## config.mk

```make
export PLATFORM = sky130hd
export DESIGN_NAME = mul4_rr_arbiter
export DESIGN_NICKNAME = d
export VERILOG_FILES = /design/src/rtl/mul4_rr_arbiter.sv
export SDC_FILE = /design/constraint.sdc
export NUM_CORES = 1
export LEC_CHECK = 0
export BUFFER_PORTS_ARGS = -buffer_cell sky130_fd_sc_hd__buf_2
export CAP_MARGIN = 20
export CELL_PAD_IN_SITES_DETAIL_PLACEMENT = 0
export CELL_PAD_IN_SITES_GLOBAL_PLACEMENT = 1
export CORE_AREA = 2 2 91 67
export CTS_CLUSTER_DIAMETER = 60
export DETAILED_ROUTE_END_ITERATION = 7
export DIE_AREA = 0 0 93 69
export PLACE_DENSITY = 0.81
export SYNTH_ARGS = -nofsm -noshare
export SYNTH_HDL_FRONTEND = slang
export SYNTH_HIERARCHICAL = 1
export SYNTH_SLANG_ARGS = --single-unit
```

## constraint.sdc

```tcl
create_clock -name clk -period 16.3 [get_ports clk]
set_input_delay 1.63 -clock clk [delete_from_list [all_inputs] [get_ports clk]]
set_output_delay 1.63 -clock clk [all_outputs]
set_load 0.03 [all_outputs]
```

## src/rtl/mul4_rr_arbiter.sv

```systemverilog
// Round-robin arbiter sharing one 4x4 unsigned array multiplier among NREQ requesters,
// with a registered result stage (valid/ready) tagged by requester index.

module mul4_array (
    input  logic [3:0] a,
    input  logic [3:0] b,
    output logic [7:0] p
);

    logic [7:0] acc_s;

    // Shift-and-add of the four partial-product rows.
    always_comb begin
        acc_s = 8'd0;
        for (int i = 0; i < 4; i++) begin
            if (b[i]) begin
                acc_s = acc_s + ({4'd0, a} << i);
            end else begin
                acc_s = acc_s;
            end
        end
        p = acc_s;
    end

endmodule

module mul4_rr_arbiter #(
    parameter int NREQ = 4,
    parameter int IDW  = 2
) (
    input  logic              clk,
    input  logic              rst_n,
    input  logic [NREQ-1:0]   req_valid,
    input  logic [4*NREQ-1:0] req_a,
    input  logic [4*NREQ-1:0] req_b,
    output logic [NREQ-1:0]   req_ready,
    output logic              res_valid,
    output logic [7:0]        res_p,
    output logic [IDW-1:0]    res_id,
    input  logic              res_ready,
    output logic [15:0]       busy_cnt
);

    typedef enum logic {
        EMPTY = 1'b0,
        FULL  = 1'b1
    } state_t;

    state_t         state_r;
    logic [IDW-1:0] rr_ptr_r;
    logic [IDW-1:0] win_s;
    logic [IDW-1:0] nxt_ptr_s;
    logic           any_s;
    logic           can_accept_s;
    logic           accept_s;
    logic [3:0]     sel_a_s;
    logic [3:0]     sel_b_s;
    logic [7:0]     prod_s;
    logic           res_valid_r;
    logic [7:0]     res_p_r;
    logic [IDW-1:0] res_id_r;
    logic [15:0]    busy_cnt_r;

    // Scan requesters starting at rr_ptr; the first valid one wins.
    always_comb begin
        logic [IDW-1:0] idx_v;
        win_s = {IDW{1'b0}};
        any_s = 1'b0;
        idx_v = {IDW{1'b0}};
        for (int k = 0; k < NREQ; k++) begin
            idx_v = IDW'((int'(rr_ptr_r) + k) % NREQ);
            if (!any_s && req_valid[idx_v]) begin
                any_s = 1'b1;
                win_s = idx_v;
            end else begin
                any_s = any_s;
            end
        end
    end

    assign can_accept_s = (state_r == EMPTY) | res_ready;
    assign accept_s     = any_s & can_accept_s;
    assign nxt_ptr_s    = (win_s == IDW'(NREQ - 1)) ? {IDW{1'b0}} : (win_s + IDW'(1'b1));

    // Grant is one-hot on the winner, gated by the output stage being able to take a result.
    always_comb begin
        req_ready = {NREQ{1'b0}};
        if (accept_s) begin
            req_ready[win_s] = 1'b1;
        end else begin
            req_ready = {NREQ{1'b0}};
        end
    end

    // Operand mux feeding the shared multiplier.
    always_comb begin
        sel_a_s = 4'd0;
        sel_b_s = 4'd0;
        for (int k = 0; k < NREQ; k++) begin
            if (win_s == IDW'(k)) begin
                sel_a_s = req_a[4*k +: 4];
                sel_b_s = req_b[4*k +: 4];
            end else begin
                sel_a_s = sel_a_s;
                sel_b_s = sel_b_s;
            end
        end
    end

    mul4_array u_mul (
        .a (sel_a_s),
        .b (sel_b_s),
        .p (prod_s)
    );

    // Output-register FSM plus round-robin pointer and acceptance counter.
    always_ff @(posedge clk or negedge rst_n) begin
        if (!rst_n) begin
            state_r     <= EMPTY;
            res_valid_r <= 1'b0;
            res_p_r     <= 8'd0;
            res_id_r    <= {IDW{1'b0}};
            rr_ptr_r    <= {IDW{1'b0}};
            busy_cnt_r  <= 16'd0;
        end else begin
            case (state_r)
                EMPTY: begin
                    if (accept_s) begin
                        state_r     <= FULL;
                        res_valid_r <= 1'b1;
                        res_p_r     <= prod_s;
                        res_id_r    <= win_s;
                    end else begin
                        state_r     <= EMPTY;
                        res_valid_r <= 1'b0;
                    end
                end
                FULL: begin
                    if (accept_s) begin
                        // Drain and reload on the same edge.
                        state_r     <= FULL;
                        res_valid_r <= 1'b1;
                        res_p_r     <= prod_s;
                        res_id_r    <= win_s;
                    end else if (res_ready) begin
                        state_r     <= EMPTY;
                        res_valid_r <= 1'b0;
                    end else begin
                        state_r     <= FULL;
                        res_valid_r <= 1'b1;
                    end
                end
                default: begin
                    state_r     <= EMPTY;
                    res_valid_r <= 1'b0;
                end
            endcase

            if (accept_s) begin
                rr_ptr_r   <= nxt_ptr_s;
                busy_cnt_r <= busy_cnt_r + 16'd1;
            end else begin
                rr_ptr_r   <= rr_ptr_r;
                busy_cnt_r <= busy_cnt_r;
            end
        end
    end

    assign res_valid = res_valid_r;
    assign res_p     = res_p_r;
    assign res_id    = res_id_r;
    assign busy_cnt  = busy_cnt_r;

endmodule
```

==> results of run 1 <==
==> cells in the mapped netlist, drive strengths merged <==
| cell type | n | area [µm²] |
|---|---|---|
| and3 | 1 | 6.26 |
| nand4 | 3 | 18.8 |
| and2 | 6 | 37.5 |
| a221oi | 8 | 70.1 |
| fa | 3 | 60.1 |
| xor2 | 7 | 68.8 |
| nor4 | 2 | 27.5 |
| inv | 13 | 48.8 |
| nand2b | 5 | 31.3 |
| a211oi | 1 | 7.51 |
| a21o | 3 | 22.5 |
| o21ai | 7 | 35.0 |
| a21oi | 10 | 53.8 |
| mux2 | 14 | 169 |
| or3 | 2 | 12.5 |
| nor2 | 4 | 22.5 |
| mux2i | 5 | 50.1 |
| clkbuf | 7 | 26.3 |
| o21a | 4 | 30.0 |
| nand3 | 9 | 45.0 |
| nand2 | 24 | 90.1 |
| a22oi | 1 | 7.51 |
| nor3 | 5 | 30.0 |
| o22a | 1 | 8.76 |
| ha | 16 | 200 |
| buf | 1 | 11.3 |
| dfrtp | 29 | 726 |
| nor2b | 11 | 68.8 |
| xnor2 | 14 | 123 |
| nor3b | 2 | 15.0 |
| o31ai | 7 | 52.6 |
| o21bai | 1 | 7.51 |
| o221ai | 1 | 8.76 |
==> sequential cells by signal, summed over array words and instances, names as in the netlist <==
signal,cells
busy_cnt,16
res_id,2
res_p,8
res_valid,1
rr_ptr_r,2
==> metal layers <==
layer	part of all wire (%)	global-route usage (%)
met1	53	24.3
met2	42	21.7
met3	4.6	3.17
met4	0.66	3.43
met5	0	0
==> per-stage QoR <==
stage	area, µm²	hold slack [ps]	utilization, %	setup slack (ps)
global route	2690	492	48.7	8240
global placement	2600	456	47.1	8510
floorplan	2190	523	-	9420
finish	2690	480	48.7	8650
detailed placement	2600	471	47.1	8380
CTS	2680	483	48.5	8670
==> cells in the final DEF, fill, tap and decap left out, drive strengths merged <==
| cell | n |
|---|---|
| nor2b | 11 |
| a221oi | 8 |
| a22oi | 1 |
| mux2i | 5 |
| ha | 16 |
| nor3b | 2 |
| nor4 | 2 |
| inv | 13 |
| nand3 | 9 |
| a21oi | 10 |
| fa | 3 |
| a21o | 3 |
| nor2 | 4 |
| nand4 | 3 |
| o221ai | 1 |
| xor2 | 7 |
| a211oi | 1 |
| o21a | 4 |
| buf | 72 |
| o21bai | 1 |
| or3 | 2 |
| xnor2 | 14 |
| nand2b | 5 |
| o22a | 1 |
| and3 | 1 |
| nand2 | 24 |
| and2 | 6 |
| clkbuf | 8 |
| o31ai | 7 |
| nor3 | 5 |
| mux2 | 14 |
| o21ai | 7 |
| dfrtp | 29 |
==> worst max-delay path, cell delays in order <==
cell and delay [ps]:
buf_2 140, nor4_4 570, nor3_1 170, ha_1 370
nor2b_1 430, a221oi_1 150, o31ai_1 830, and2_1 250
ha_1 170, inv_1 60, fa_1 400, xnor2_1 150
nand2_1 100, xor2_2 250, ha_1 270, a21o_1 150
a21oi_1 170, xor2_1 230, mux2i_1 130, ha_1 320
a21oi_1 160, nand2_1 80, xor2_1 130, mux2_2 260
mux2_2 260
==> power groups by stage <==
stage | clock, µW | sequential, µW | combinational [µW]
floorplan | 0 | 150 | 286
CTS | 56.4 | 115 | 417
global route | 60.2 | 119 | 465
detailed placement | 0 | 116 | 413
global placement | 0 | 116 | 410
finish | 54.5 | 114 | 418
==> area by class of cell <==
cell class | instances | area (µm²) | area share (%)
clock buffers | 8 | 80.1 | 2.98
inverters | 13 | 48.8 | 1.81
multi-input cells | 177 | 1380 | 51.3
flip-flops and latches | 29 | 726 | 27.0
well taps | 75 | 93.8 | 3.49
repair buffers | 72 | 363 | 13.5
==> how the worst max path moves through the flow <==
stage,endpoint,slack (ps)
after floorplan,res_p[6]$_DFFE_PN0P_,9420
after global placement,res_p[6]$_DFFE_PN0P_,8510
after detailed placement,res_p[6]$_DFFE_PN0P_,8380
after CTS,res_p[6]$_DFFE_PN0P_,8670
after global routing,res_p[6]$_DFFE_PN0P_,8240
final,res_p[6]$_DFFE_PN0P_,8650
==> cells by family after synthesis <==
kind of cell,share of synthesized area [%]
adders and majority gates,11.9
AOI/OAI and AO/OA,13.9
xor gates and xnor gates,8.73
and+or+nand+nor,18.5
muxes,9.99
DFF,33.1
buffers and inverters,3.94
==> results.ini, run 1 <==
[synthesis]
synth_cell_types=40
synth_cells=227
ys_ff_latch=29
yosys_warnings=6
avgSynthCellArea_um2=9.66
syn_nets=285
synth_area_um2=2190
ys_seq_area_share_pct=33.1

[finish]
fin_cells=374
syn2layout_area_growth_pct=22.8
nets=356
drive_gt1_share_pct=32.4
n_antenna_cell=0
fillCellCount=554

[setup_path]
rr_endpoint=res_p[6]$_DFFE_PN0P_
r2r_slack_ps=9770
r2r_cells=26
cp_max_fo=11
crit_path_end_kind=flip-flop
startpoint=req_valid[1]
cp-start-kind=primary input
arrival_ps=7810
cp_data_required_time_ps=16460
critPathKind=primary input to flip-flop
reg2reg_from=rr_ptr_r[1]$_DFFE_PN0P_

[clock_network]
clock_latency_ps=270
numCtsBuffers=5
cts_tree=done
cts-resized-gates=0
postCtsHoldBufs=0
cts_sinks=29
htreeDepth=2
clkTransAtPathRegs_ps=60
cts_setup_buffers=0
cts.path.max_buffers=2
root_buffer=clkbuf_8

[floorplanning]
io_pins=70
dieHeight_um=69
design.core.area_um2=5530
start_util_pct=39.7
design.die.area_um2=6420
num_rows=23
die_x_um=93

[placement]
dp_hpwl_um=3860
io_buffers=69
place_inst=364
gp_congestion=0.781

[sta]
post-route-period-util_pct=47.0
fmax_mhz=131
clock-skew-final_ps=3.90
finalMaxSlewViolations=0
finalSetupTns_ps=0
worst-slew-pin-transition_ps=952
period_minus_slack_ps=7650
report.final.hold_viol_count=0
finalSetupViolCount=0
max_slew_margin_pct=36.0
rsz0062_at_grt=false

[route]
via_per_inst=5.01
ant_nets=0
dr.pass1.iters=4
wl_um=4850
vias=1872
drtIter0Drc=79
drcViolationCount=0
drt-wirelength-per-cell_um=13.0

[power_and_ir_drop]
power_uw=587
clkPwrFrac_pct=9.3
max-vdd-ir-drop_mv=0.0680
p_int_uw=303
cellPowerDensity_nw_per_um2=218
comb_power_share_pct=71.2
leakage_uw=0.00132
p_sw_uw=284
p_sw_share_pct=48.4
seqPwrFrac_pct=19.5

[hold_path]
min-delay-start=busy_cnt[15]$_DFFE_PN0P_
hold_depth=1
min_delay_worst_endpoint=busy_cnt[15]$_DFFE_PN0P_
hold_class=flip-flop to flip-flop

[global_routing]
grt_overflow=0
grtUsageTotal_pct=15.5
grt_pass1_vias=1730
grt_pass1_wl_um=8140
grt_max_degree=30
antenna_found_initial=0

[run]
max_cap_viol_count=0

[run_status]
status=finished, final reports clean

Note: power is estimated with default switching activity, not from simulation.
==> inputs of run 2 (changes only) <==
--- a/config.mk
+++ b/config.mk
@@ -9,11 +9,11 @@
 export CAP_MARGIN = 20
 export CELL_PAD_IN_SITES_DETAIL_PLACEMENT = 0
 export CELL_PAD_IN_SITES_GLOBAL_PLACEMENT = 1
-export CORE_AREA = 2 2 91 67
+export CORE_AREA = 2 2 94 69
 export CTS_CLUSTER_DIAMETER = 60
 export DETAILED_ROUTE_END_ITERATION = 7
-export DIE_AREA = 0 0 93 69
-export PLACE_DENSITY = 0.81
+export DIE_AREA = 0 0 96 71
+export PLACE_DENSITY = 0.76
 export SYNTH_ARGS = -nofsm -noshare
 export SYNTH_HDL_FRONTEND = slang
 export SYNTH_HIERARCHICAL = 1
==> constraint.sdc (replaced) <==
create_clock -name clk -period 8 [get_ports clk]
set_input_delay 0.8 -clock clk [delete_from_list [all_inputs] [get_ports clk]]
set_output_delay 0.8 -clock clk [all_outputs]
set_load 0.03 [all_outputs]
==> results.ini, run 2 (synthesis results as in run 1) <==
[setup_path]
worst-path-buf-inv=4  ; +2
arrival_ps=6700  ; -1110 ps
rr_endpoint=res_p[6]$_DFFE_PN0P_
cp_data_required_time_ps=8160  ; -8300 ps
cp-start-kind=primary input
r2r_cells=26  ; unchanged
worst_path_dominant_cell_family=adder cells
cp_slowest_cell=o31ai_1
startpoint=req_valid[0]
cp_slowest_stage_delay_ps=610  ; -220 ps
cp_max_fo=11  ; unchanged
cp.depth=27  ; +8.0%
r2r_slack_ps=1660  ; -8110 ps
cp-endpoint=res_p[6]$_DFFE_PN0P_
reg2reg_from=rr_ptr_r[1]$_DFFE_PN0P_
critPathKind=primary input to flip-flop
crit_path_end_kind=flip-flop

[floorplanning]
dieHeight_um=71  ; +2.9%
design.core.area_um2=5980  ; +8.2%
die_x_um=96  ; +3.2%
start_util_pct=36.7  ; -3.0 points
num_rows=24  ; +4.3%
io_pins=70  ; unchanged
design.die.area_um2=6820  ; +6.2%

[sta]
report.final.hold_viol_count=0  ; unchanged
post-route-period-util_pct=81.8
clock-skew-final_ps=5.74  ; +1.83 ps
timing.hold.ws_ps=475  ; -5.29 ps
finalSetupViolCount=0  ; unchanged
worst-slew-pin-transition_ps=863  ; -89.1 ps
fmax_mhz=153
finalSetupTns_ps=0  ; unchanged
max_slew_margin_pct=42.0  ; +6.0 points
rsz0062_at_grt=false
finalMaxSlewViolations=0  ; unchanged
period_minus_slack_ps=6540

[hold_path]
hold_depth=1  ; unchanged
hold_class=flip-flop to flip-flop
min-delay-start=busy_cnt[15]$_DFFE_PN0P_

[power_and_ir_drop]
p_sw_share_pct=48.7  ; +0.39 points
max-vdd-ir-drop_mv=0.165  ; +140%
p_int_uw=622  ; +110%
clkPwrFrac_pct=9.4  ; about the same
p_sw_uw=591  ; +110%
leakage_uw=0.00133  ; +0.83%
cellPowerDensity_nw_per_um2=448  ; +110%
power_uw=1210  ; +110%
comb_power_share_pct=71.3  ; about the same
seqPwrFrac_pct=19.3  ; -0.2 points

[route]
drt-wirelength-per-cell_um=13.3  ; +2.8%
vias=1842  ; -1.6%
drtIter0Drc=73  ; -7.6%
via_per_inst=4.87  ; -2.6%
ant_nets=0  ; unchanged
wl_um=5040  ; +3.9%
drcViolationCount=0  ; unchanged
dr.pass1.iters=4  ; unchanged

[finish]
layout.cells.most_common=buf_2
fin_cells=378  ; +1.1%
nets=357  ; +0.28%
finish.utilization_pct=45.3  ; -3.4 points
largest_register_ffs=16  ; unchanged
layout_common_cells=70 x buf_2, 29 x dfrtp_1, 24 x nand2_1, 16 x ha_1, 14 x xnor2_1
drive_gt1_share_pct=33.3  ; +0.89 points
n_antenna_cell=0  ; unchanged
syn2layout_area_growth_pct=23.5

[clock_network]
cts_sinks=29  ; unchanged
numCtsBuffers=5  ; unchanged
root_buffer=clkbuf_8
clkTransAtPathRegs_ps=60  ; about the same
cts.path.max_buffers=2  ; unchanged
cts_setup_buffers=0  ; unchanged
clock_latency_ps=280  ; about the same
cts_tree=done
htreeDepth=2  ; unchanged
postCtsHoldBufs=0  ; unchanged
cts-resized-gates=0  ; unchanged

[global_routing]
grt_overflow=0  ; unchanged
use_met1_pct=25.2  ; +0.91 points
busiest_layer=met1
gr-usage-met2_pct=22.1  ; +0.49 points
grtUsageTotal_pct=15.8  ; +0.37 points
antenna_found_initial=0  ; unchanged
use_met3_pct=2.24  ; -0.93 points
grt_max_degree=30  ; unchanged
grt_pass1_wl_um=8560  ; +5.2%
grt_pass1_vias=1774  ; +2.5%

[placement]
place_inst=369  ; +1.4%
io_buffers=69  ; unchanged
dp_hpwl_um=3990  ; +3.4%
gp_congestion=0.763  ; -2.2%

[run_status]
status=finished, final reports clean

[run]
max_cap_viol_count=0  ; unchanged

==> run 2: cell types whose count changed in the layout (fill, tap and decap cells not counted), sizes merged <==
| cell | delta |
|---|---|
| clkbuf | -2 |
| buf | +1 |
| clkinv | +2 |
==> run 2: power by group through the flow <==
stage / logic (µW) / registers (µW) / clock network, µW
after floorplan: 583 / 305 / 0
after global placement: 851 / 236 / 0
after detailed placement: 860 / 236 / 0
after CTS: 866 / 234 / 119
after global routing: 966 / 242 / 126
final: 865 / 234 / 114
==> run 2: final cells by class <==
class	instances	area (µm²)
fillers	587	3270
multi-input cells	177	1380
flip-flops and latches	29	726
repair buffers	73	373
well taps	78	97.6
clock buffers	6	72.6
inverters	13	48.8
clock inverters	2	10.0
==> run 2: worst reg2reg max path: cells and delay by family, from the launching register on <==
kind	cells	cell delay [ps]
XOR/XNOR	4	790
flip-flops	1	440
adder cells (fa/ha/maj)	5	1650
buffers and inverters	3	260
AO/OA/AOI/OAI	4	1070
AND/OR/NAND/NOR	8	1500
multiplexers	2	500
==> run 2: how the worst min path moves through the flow <==
stage,end
4_1_cts,busy_cnt[15]$_DFFE_PN0P_
5_1_grt,busy_cnt[15]$_DFFE_PN0P_
6_report,busy_cnt[15]$_DFFE_PN0P_
3_3_place_gp,busy_cnt[15]$_DFFE_PN0P_
3_5_place_dp,busy_cnt[15]$_DFFE_PN0P_
2_1_floorplan,busy_cnt[0]$_DFFE_PN0P_
==> run 2: per-layer routing <==
metal	vias to the layer above	wire, µm
met3	7	252
met4	0	58
met1	845	2610
met2	45	2120
li1	945	-
met5	-	0
==> run 2: metrics by stage <==
stage	setup slack (ps)	area, µm²
after global routing	974	2710
after detailed placement	1170	2620
after global placement	1460	2620
after floorplan	1950	2190
final	1460	2710
after CTS	1450	2700
==> inputs of run 3 (changes only) <==
--- a/config.mk
+++ b/config.mk
@@ -5,15 +5,16 @@
 export SDC_FILE = /design/constraint.sdc
 export NUM_CORES = 1
 export LEC_CHECK = 0
+export ABC_AREA = 1
 export BUFFER_PORTS_ARGS = -buffer_cell sky130_fd_sc_hd__buf_2
 export CAP_MARGIN = 20
 export CELL_PAD_IN_SITES_DETAIL_PLACEMENT = 0
 export CELL_PAD_IN_SITES_GLOBAL_PLACEMENT = 1
-export CORE_AREA = 2 2 94 69
+export CORE_AREA = 2 2 109 79
 export CTS_CLUSTER_DIAMETER = 60
 export DETAILED_ROUTE_END_ITERATION = 7
-export DIE_AREA = 0 0 96 71
-export PLACE_DENSITY = 0.76
+export DIE_AREA = 0 0 111 81
+export PLACE_DENSITY = 0.74
 export SYNTH_ARGS = -nofsm -noshare
 export SYNTH_HDL_FRONTEND = slang
 export SYNTH_HIERARCHICAL = 1
==> constraint.sdc (replaced) <==
create_clock -name clk -period 5.8 [get_ports clk]
set_input_delay 0.58 -clock clk [delete_from_list [all_inputs] [get_ports clk]]
set_output_delay 0.58 -clock clk [all_outputs]
set_load 0.03 [all_outputs]
==> results.ini, run 3 <==
[synthesis]
synth_cells=389  ; +71%
synth_area_leader_cell=dfrtp_1
yosys_warnings=6  ; unchanged
avgSynthCellArea_um2=6.79  ; -30%
ys_seq_area_share_pct=27.5  ; -5.6 points
synth.top_cells.by_count=129 x nand2_1, 40 x inv_1, 32 x nand3_1
synth-edff-count=0  ; unchanged
synth_area_um2=2640  ; +20%
ys.flop_type=dfrtp_1
ys_ff_latch=29  ; unchanged
async_reset_ff_share_pct=100  ; unchanged
synthTopCellsByArea=dfrtp_1 27%, nand2_1 18%, ha_1 7.6%
synth_cell_types=31  ; -23%
yosysMostFrequentCell=nand2_1
synth_top_cell_area_share_pct=27.5  ; -5.6 points
syn_nets=447  ; +57%

[finish]
layout_common_cells=129 x nand2_1, 69 x buf_2, 40 x inv_1, 32 x nand3_1, 28 x dfrtp_1
finish.utilization_pct=40.9  ; -4.4 points
syn2layout_area_growth_pct=25.3
layout.cells.most_common=nand2_1
drive_gt1_share_pct=27.1  ; -6.2 points
largest_register_ffs=16  ; unchanged
n_antenna_cell=0  ; unchanged
nets=525  ; +47%

[run]
max_cap_viol_count=0  ; unchanged

[route]
drt-wirelength-per-cell_um=11.9  ; -10%
via_per_inst=4.58  ; -5.9%
wl_um=6830  ; +36%
drcViolationCount=0  ; unchanged
m1WireLength_um=3730  ; +43%
route.met3.wl_um=406  ; +61%
ant_nets=0  ; unchanged
vias=2627  ; +43%
drtIter0Drc=158  ; +120%
routed.top_layer=met4
dr.pass1.iters=4  ; unchanged
wl_met2_um=2660  ; +25%

[floorplanning]
design.die.area_um2=8990  ; +32%
die_x_um=111  ; +16%
io_pins=70  ; unchanged
dieHeight_um=81  ; +14%
num_rows=28  ; +17%
design.core.area_um2=8090  ; +35%
start_util_pct=32.6  ; -4.0 points

[placement]
place_ws_ps=74.8  ; -1090 ps
gp_congestion=0.994  ; +30%
io_buffers=69  ; unchanged
dp_hpwl_um=5250  ; +32%

[global_routing]
grt_overflow=0  ; unchanged
grt_max_degree=31  ; +3.3%
antenna_found_initial=0  ; unchanged
grt_pass1_wl_um=11400  ; +34%
grtUsageTotal_pct=15.4  ; -0.46 points
grt_pass1_vias=2429  ; +37%

[clock_network]
clock_latency_ps=270  ; about the same
cts_sinks=29  ; unchanged
clkTransAtPathRegs_ps=50  ; about the same
cts_tree=done
root_buffer=clkbuf_16
cts.path.max_buffers=2  ; unchanged
htreeDepth=2  ; unchanged
postCtsHoldBufs=0  ; unchanged
numCtsBuffers=5  ; unchanged

[sta]
setup_ws_ps=489  ; -971 ps
finalSetupTns_ps=0  ; unchanged
fmax_mhz=188
rsz0062_at_grt=false
worst-slew-pin-transition_ps=786  ; -76.2 ps
post-route-period-util_pct=91.6
clock-skew-final_ps=3.02  ; -2.72 ps
finalSetupViolCount=0  ; unchanged
finalMaxSlewViolations=0  ; unchanged
period_minus_slack_ps=5310
timing.hold.ws_ps=350  ; -124 ps
max_slew_margin_pct=47.0  ; +5.0 points
report.final.hold_viol_count=0  ; unchanged

[setup_path]
crit_path_end_kind=flip-flop
arrival_ps=5470  ; -1230 ps
reg2reg_from=rr_ptr_r[0]$_DFFE_PN0P_
cp_slowest_cell=fa_1
critPathKind=flip-flop to flip-flop
cp_max_fo=9  ; -2
cp-start-kind=flip-flop
cp_slowest_stage_delay_ps=480  ; -130 ps
cp_data_required_time_ps=5960  ; -2200 ps
worst_path_most_repeated_cell=nand2_1
startpoint=rr_ptr_r[0]$_DFFE_PN0P_

[hold_path]
hold_class=primary input to asynchronous set/reset pin

[run_status]
status=finished, final reports clean

==> run 3: cell count changes after synthesis, moves of 8 or more <==
cell	before	now
nand3_1	9	32
nand2_1	24	129
inv_1	12	40
nand2_2	0	20
o21ai_0	7	25
nor2b_1	11	0
mux2_2	11	0
o21ai_1	0	10
a221oi_1	8	0
xnor2_1	14	5
nor2_1	3	13
==> run 3: kinds of logic (layout without fill, tap and decap cells) <==
group / after synthesis / in the layout / synth area share (%)
buffers and inverters: 56 / 135 / 10.2
AND/OR/NAND/NOR: 215 / 215 / 36.4
XOR/XNOR: 18 / 18 / 5.97
AO/OA/AOI/OAI: 52 / 52 / 10.0
flip-flops: 29 / 29 / 27.5
adder cells (fa/ha/maj): 19 / 19 / 9.85
==> run 3: per-stage QoR <==
| stage | instance area (µm²) | cells |
|---|---|---|
| 2_1_floorplan | 2640 | 389 |
| 3_3_place_gp | 3090 | 562 |
| 3_5_place_dp | 3090 | 562 |
| 4_1_cts | 3250 | 570 |
| 5_1_grt | 3310 | 573 |
| 6_report | 3310 | 573 |
==> run 3: critical path: cells and delay by family (launching register included) <==
| family | cells | cell delay [ps] |
|---|---|---|
| compound gates | 3 | 540 |
| flops | 1 | 440 |
| buf+inv | 6 | 660 |
| simple gates | 14 | 1240 |
| xor+xnor | 1 | 160 |
| fa+ha+maj | 7 | 2130 |
==> run 3: per-layer routing <==
| metal | vias up | track usage [%] |
|---|---|---|
| met1 | 1153 | 23.2 |
| li1 | 1399 | - |
| met5 | - | 0 |
| met3 | 4 | 2.91 |
| met2 | 71 | 22.9 |
| met4 | 0 | 2.88 |
==> run 3: timing repair <==
item,CTS,global route
setup buffers,0,3
gates resized for setup,0,14
endpoints found under the setup margin,0,5
endpoints found under the hold margin,0,0
==> run 3: worst paths after layout <==
check                      slack [ps]                 endpoint  cells past startpoint
min reg2reg                       470     res_p[0]$_DFFE_PN0P_                      2
min in group clk                  470     res_p[0]$_DFFE_PN0P_                      2
max in group asynchronous        4980  rr_ptr_r[0]$_DFFE_PN0P_                      1
max                               490     res_p[5]$_DFFE_PN0P_                     31
min                               350    res_id[1]$_DFFE_PN0P_                      1
max reg2reg                       490     res_p[5]$_DFFE_PN0P_                     31
==> run 3: cell type report <==
type | instances | area, µm²
Sequential cell | 29 | 727
Timing Repair Buffer | 81 | 435
Clock buffer | 7 | 153
Clock inverter | 1 | 5.00
Inverter | 46 | 175
Multi-Input combinational cell | 304 | 1680
Tap cell | 105 | 131
Fill cell | 888 | 4780
Power of run 3 is not shown: default switching activity piles up to over one toggle a cycle in this logic, so the estimate is an artifact.
